<file path="src/rtl/fetch_sequencer.sv">
// Instruction fetch/sequence controller: fetches one 16-bit word from a synchronous IRAM,
// decodes jump/halt opcodes and drives the PC stage with hold/increment/jump commands.
module fetch_sequencer #(
    parameter logic [3:0] JUMP_OP = 4'hE,
    parameter logic [3:0] HALT_OP = 4'hF
) (
    input  logic        clock,
    input  logic        reset_n,
    input  logic        start,
    input  logic [15:0] IRAM_data,
    input  logic        exec_done,
    output logic [1:0]  PC_control,
    output logic [15:0] instruction,
    output logic        instr_valid,
    output logic        halted,
    output logic [15:0] instr_count
);

    typedef enum logic [2:0] {
        IDLE, FETCH1, FETCH2, DECODE, EXEC, JUMP, INC, HALT
    } state_t;

    localparam logic [1:0] PC_HOLD = 2'b00;
    localparam logic [1:0] PC_INC  = 2'b01;
    localparam logic [1:0] PC_JUMP = 2'b10;

    state_t state, state_nx;
    logic   from_halt;
    logic   retire;

    always_comb begin
        state_nx = state;
        unique case (state)
            IDLE:    if (start) state_nx = FETCH1;
            FETCH1:  state_nx = FETCH2;
            FETCH2:  state_nx = DECODE;
            DECODE: begin
                if (instruction[15:12] == HALT_OP)      state_nx = HALT;
                else if (instruction[15:12] == JUMP_OP) state_nx = JUMP;
                else                                    state_nx = EXEC;
            end
            EXEC:    if (exec_done) state_nx = INC;
            JUMP:    state_nx = FETCH1;
            INC:     state_nx = FETCH1;
            HALT:    if (start) state_nx = INC;
            default: state_nx = IDLE;
        endcase
    end

    // The INC that resumes from HALT only steps the PC; it retires nothing.
    assign retire = (state == JUMP) || (state == INC && !from_halt);

    // Outputs are registered from the next state so they line up with the state register.
    always_ff @(posedge clock or negedge reset_n) begin
        if (!reset_n) begin
            state       <= IDLE;
            PC_control  <= PC_HOLD;
            instruction <= 16'h0000;
            instr_valid <= 1'b0;
            halted      <= 1'b0;
            instr_count <= 16'h0000;
            from_halt   <= 1'b0;
        end else begin
            state       <= state_nx;
            instr_valid <= (state_nx == DECODE);
            halted      <= (state_nx == HALT);
            from_halt   <= (state == HALT);
            case (state_nx)
                INC:     PC_control <= PC_INC;
                JUMP:    PC_control <= PC_JUMP;
                default: PC_control <= PC_HOLD;
            endcase
            if (state == FETCH2)
                instruction <= IRAM_data;
            if (retire && instr_count != 16'hFFFF)
                instr_count <= instr_count + 16'd1;
        end
    end

endmodule
</file>
<file path="config.mk">
export PLATFORM = sky130hd
export DESIGN_NAME = fetch_sequencer
export DESIGN_NICKNAME = d
export VERILOG_FILES = /design/src/rtl/fetch_sequencer.sv
export SDC_FILE = /design/constraint.sdc
export NUM_CORES = 1
export LEC_CHECK = 0
export BUFFER_PORTS_ARGS = -buffer_cell sky130_fd_sc_hd__buf_4
export CAP_MARGIN = 15
export CORE_UTILIZATION = 40
export DETAILED_ROUTE_END_ITERATION = 8
export PLACE_DENSITY = 0.66
export SLEW_MARGIN = 25
export SYNTH_ARGS = -nofsm -noshare
export SYNTH_HDL_FRONTEND = slang
export SYNTH_SLANG_ARGS = --single-unit
</file>
<file path="constraint.sdc">
create_clock -name clock -period 2.3 [get_ports clock]
set_input_delay 0.345 -clock clock [delete_from_list [all_inputs] [get_ports clock]]
set_output_delay 0.345 -clock clock [all_outputs]
set_load 0.05 [all_outputs]
</file>
==> flow_summary.yaml, run 1 <==
status:
  status: "finished, final reports clean"
critical_path:
  cp.arrival_ns: 2.03
  slowest_delay_ns: 0.51
  critPathSlowestCell: "dfrtp_1"
  crit_buf_inv: 0
  cp_cell_sequence: "or3b_4 -> a21oi_4 -> or3b_1 -> xnor2_1"
  reg2reg_from: "state[0]"
  required_ns: 2.47
  crit_family: "simple AND/OR/NAND/NOR gates"
  path_class: "flip-flop to flip-flop"
  worstPathMaxFanout: 12
  end_kind: "flip-flop"
  crit_path_start: "state[0]"
  cp-start-kind: "flip-flop"
clock_tree:
  clockRootBuffer: "clkbuf_8"
  numCtsBuffers: 5
  clock-sinks: 40
  path_clk_slew_ns: 0.07
  cts_tree: "yes"
  clock_latency_ns: 0.29
  holdBufCountCts: 0
  post_cts_buffers: 0
  htreeDepth: 2
  postCtsResizedCells: 0
  cts_buffer_depth: 2
route:
  avgViaCountPerCell: 5.141
  routedWlPerCell_um: 14.18
  first_pass_iters: 4
  routed_wl_um: 3630
  vias: 1316
  drtIter0Drc: 45
  route.detailed.drc: 0
  postRouteAntennaNets: 0
timing:
  max_freq_mhz: 538.4
  fin_skew_ns: 0.004455
  final-hold-violation-count: 0
  hold_ws_ns: 0.02397
  setup_violations: 0
  setup_tns_ns: 0
  tightest_slew_ns: 0.4870
  rsz0062_at_grt: "no"
  min_period_ns: 1.857
  period_share_pct: 80.76
  maxSlewHeadroom_pct: 67.53
  drv_slew: 0
  fin_ws_ns: 0.4426
placed_design:
  io_buffers: 55
  dp_hpwl_um: 2668
  globalplace.congestion: 0.7836
  post-place-ws_ns: 0.4670
worst_hold_path:
  hold_path.class: "input port to asynchronous set/reset pin"
die:
  die_w_um: 69.67
  die_h_um: 69.67
  rows: 24
  start_util_pct: 41.78
  ios: 56
  die_area_um2: 4854
  core_area_um2: 4384
synthesis:
  seq_area_frac_synth_pct: 54.64
  syn_nets: 166
  ys.flop_type: "dfrtp_1"
  async_flop_share_pct: 100.0
  yosys.cell_types.count: 40
  syn-cell-area_um2: 1832
  syn_inst: 145
  ys_seq_elements: 40
  synth.avg_cell_area_um2: 12.63
  synth_edf_count: 0
  synth_warnings: 0
final_layout:
  num-fill-cells: 399
  layout_commonest_cell: "buf_4"
  antenna_cells: 0
  syn2layout_area_growth_pct: 30.33
  nNetsFinal: 225
  drive_gt1_share_pct: 46.08
  mostFrequentLayoutCells: "56 x buf_4, 40 x dfrtp_1, 20 x mux2_2"
grt:
  antenna_found_initial: 0
  grt-ovfl-total: 0
  grt_pass1_vias: 1448
  grt_pass1_wl_um: 6382
  grt_max_degree: 41
  grt_usage_pct: 16.98
pwr:
  p_clk_share_pct: 14.2
  p_seq_share_pct: 35.2
  combPwrFrac_pct: 50.6
  irDropWorstVdd_uv: 858.1
  p_per_area_nw_per_um2: 1436
  netSwitchingPower_mw: 1.590
  internal_power_mw: 1.838
  switching_share_pct: 46.40
  p_leak_nw: 1.135
job:
  cap_violations: 0
## worst register-to-register path, cell delays in order, from the launching register on
cell     delay (ns)
dfrtp_1        0.51
or3b_4         0.47
a21oi_4        0.24
or3b_1         0.39
xnor2_1        0.14
## flip-flops by register name, summed over array words and instances (netlist names)
signal and count:
PC_control 2, instr_valid 1, halted 1, from_halt 1, instr_count 16, state 3
instruction 16
## cells by family (layout without fill, tap and decap cells)
group                    count (synthesis)  count (layout)  synth area share [%]
AO/OA/AOI/OAI                           14              14                 5.738
XOR/XNOR                                11              11                 5.259
adder cells (fa/ha/maj)                  1               1                0.6830
buffers and inverters                    4              63                 1.434
flip-flops                              40              40                 54.64
multiplexers                            20              20                 12.30
AND/OR/NAND/NOR                         55              55                 19.95
## final timing paths
path                                   end  cells after the start  slack [ns]
setup / recovery            instr_count[7]                      4        0.44
hold / removal              instr_count[3]                      1        0.02
setup reg to reg            instr_count[7]                      4        0.44
hold reg to reg             instruction[4]                      1        0.51
max in group asynchronous  instruction[11]                      1        1.94
min in group clock         instruction[14]                      2        0.29
## power groups by stage
stage          Sequential [mW]  Combinational [mW]  Clock [mW]
2_1_floorplan             1.86               0.598           0
5_1_grt                   1.25                1.84       0.539
6_report                  1.21                1.74       0.487
3_3_place_gp              1.19                1.73           0
3_5_place_dp              1.21                1.75           0
4_1_cts                   1.21                1.75       0.506
## per-layer routing
metal  vias to the layer above  wire length [µm]  GRT usage, %
met1                       623              1584         20.21
met5                         -                 0             0
met2                        45              1752         27.83
met4                         0                68         7.333
met3                         5               225         5.959
li1                        643                 -             -
## through the flow
stage | std cells | instance area [µm²] | total power, mW | util (%)
2_1_floorplan | 145 | 1832 | 2.459 | -
3_3_place_gp | 249 | 2291 | 2.920 | 52.25
3_5_place_dp | 249 | 2291 | 2.958 | 52.25
4_1_cts | 256 | 2387 | 3.464 | 54.45
5_1_grt | 256 | 2387 | 3.633 | 54.45
6_report | 256 | 2387 | 3.428 | 54.45
## cell type report
class                      instances  area (µm²)  area share, %
timing repair buffer              56       420.4          17.61
clock buffer                       7       96.34          4.036
sequential                        40        1001          41.93
multi-input combinational        101       804.5          33.70
tap                               52       65.06          2.725
## cell usage after synthesis, types with 3 or more instances
cell / instances / area share (%)
a21oi_1: 4 / 1.1
and3_1: 3 / 1.0
buf_4: 3 / 1.2
dfrtp_1: 40 / 55
mux2_2: 20 / 12
nand2_1: 11 / 2.3
nand3_1: 4 / 1.1
nand4_1: 6 / 2.0
nor2_1: 7 / 1.4
nor3_1: 3 / 0.82
xnor2_1: 5 / 2.4
xor2_1: 6 / 2.9
Note: power is estimated with default switching activity, not from simulation.
==> run 2: changes to the inputs <==
- PLACE_DENSITY: 0.66 -> 0.68
- clock period: 2.3 -> 1.7 ns (I/O delays scaled with it)
==> run 2 against run 1 <==
Against the previous run:
- combinational power grew 50%
- sequential power grew 30%
- routed wire length grew 11%
- clock-buffer cell count shrank 1
- sequential cell count is the same
- design area grew 6.2%
- die area is the same
- first-iteration DRC count grew 42%
- hold slack gained 0.17 ns
- clock power grew 25%
- critical endpoint unchanged
- largest power group unchanged
==> flow_summary.yaml, run 2 (synthesis results as in run 1) <==
final_layout:
  drive_gt1_share_pct: 57.53
  mostFrequentLayoutCells: "69 x buf_4, 24 x dfrtp_1, 20 x mux2_2"
  layout_commonest_cell: "buf_4"
  syn2layout_area_growth_pct: 38.46
  antenna_cells: 0
  fin_cells: 271
  nNetsFinal: 239
  largest_registers: "instr_count (16), instruction (16), state (3)"
job:
  cap_violations: 0
route:
  vias: 1435
  first_pass_iters: 4
  postRouteAntennaNets: 0
  avgViaCountPerCell: 5.295
  routed_wl_um: 4042
  drtIter0Drc: 64
  routedWlPerCell_um: 14.92
  route.detailed.drc: 0
clock_tree:
  clock_latency_ns: 0.29
  cts_buffer_depth: 2
  path_clk_slew_ns: 0.08
  numCtsBuffers: 5
  htreeDepth: 2
  clockRootBuffer: "clkbuf_8"
  cts_tree: "yes"
  clock-sinks: 40
die:
  rows: 24
  ios: 56
  start_util_pct: 41.78
  die_area_um2: 4854
  die_h_um: 69.67
  core_area_um2: 4384
  die_w_um: 69.67
pwr:
  irDropWorstVdd_uv: 1267
  p_leak_nw: 1.168
  p_per_area_nw_per_um2: 1890
grt:
  antenna_found_initial: 0
  grt-ovfl-total: 0
  grt_usage_pct: 17.92
  grt_pass1_wl_um: 6810
  grt_pass1_vias: 1489
  grt_max_degree: 41
placed_design:
  place_inst: 261
  globalplace.congestion: 0.8450
  dp_hpwl_um: 2983
  io_buffers: 55
  post-place-ws_ns: 0.02767
critical_path:
  required_ns: 1.87
  end_kind: "flip-flop"
  worstPathMaxFanout: 5
  path_class: "flip-flop to flip-flop"
  cp-start-kind: "flip-flop"
  cp.arrival_ns: 1.84
timing:
  tightest_slew_ns: 0.4761
  maxSlewHeadroom_pct: 67.97
  final-hold-violation-count: 0
  hold_ws_ns: 0.1890
  drv_slew: 0
  min_period_ns: 1.662
  fin_skew_ns: 0.01109
  max_freq_mhz: 601.5
  fin_ws_ns: 0.03755
  setup_violations: 0
  rsz0062_at_grt: "yes"
  period_share_pct: 97.79
status:
  status: "finished, final reports clean"
worst_hold_path:
  hold_path.class: "input port to flip-flop"
-- run 2: final timing paths --
path / start / to / cells past startpoint / slack, ns
worst max-delay path: state[0] / instr_count[7] / 4 / 0.04
worst min-delay path: IRAM_data[12] / instruction[12] / 2 / 0.19
worst max register to register: state[0] / instr_count[7] / 4 / 0.04
worst min register to register: instr_count[13] / instr_count[13] / 1 / 0.51
max in group asynchronous: reset_n / instr_count[4] / 2 / 0.87
min in group asynchronous: reset_n / state[0] / 2 / 0.47
-- run 2: per-stage QoR --
stage	cell area (µm²)	total power [mW]	util [%]	setup TNS, ns
floorplan	1864	3.340	-	-0.05993
finish	2536	4.794	57.85	0
detailed placement	2414	4.166	55.05	0
global placement	2414	4.088	55.05	0
global route	2536	5.034	57.85	-0.06387
CTS	2509	4.789	57.22	0
-- run 2: critical path: stages (launching register included) --
cell and delay, ns:
dfrtp_1 0.42, or3b_4 0.41, a21oi_4 0.18, or3b_4 0.40
xnor2_1 0.13
-- run 2: final cells by class --
| cell class | instances | area [µm²] |
|---|---|---|
| clock buffers | 6 | 72.57 |
| clock inverters | 2 | 12.51 |
| fillers | 392 | 1848 |
| multi-input cells | 101 | 837.1 |
| flip-flops and latches | 40 | 1021 |
| well taps | 52 | 65.06 |
| repair buffers | 70 | 528.0 |
-- run 2: routing by layer --
| layer | track usage (%) | vias up | share of wire (%) |
|---|---|---|---|
| li1 | - | 669 | - |
| met1 | 20.78 | 708 | 41 |
| met2 | 30.74 | 50 | 51 |
| met3 | 5.087 | 8 | 6.6 |
| met4 | 8.000 | 0 | 2.0 |
| met5 | 0 | - | 0 |
-- run 2: power by group --
group          internal, mW  leakage (nW)  switching (mW)
Combinational         0.962         0.642            1.65
Clock                 0.287        0.0412           0.324
Sequential             1.29         0.484           0.277
Total                  2.54          1.17            2.25
-- run 2: what timing repair did --
| item | 4_1_cts | 5_1_grt |
|---|---|---|
| buffers inserted | 0 | 1 |
| hold buffers | 1 | 0 |
| setup endpoints to repair | 0 | 4 |
| resized for setup | 0 | 3 |
| hold endpoints to repair | 40 | 0 |
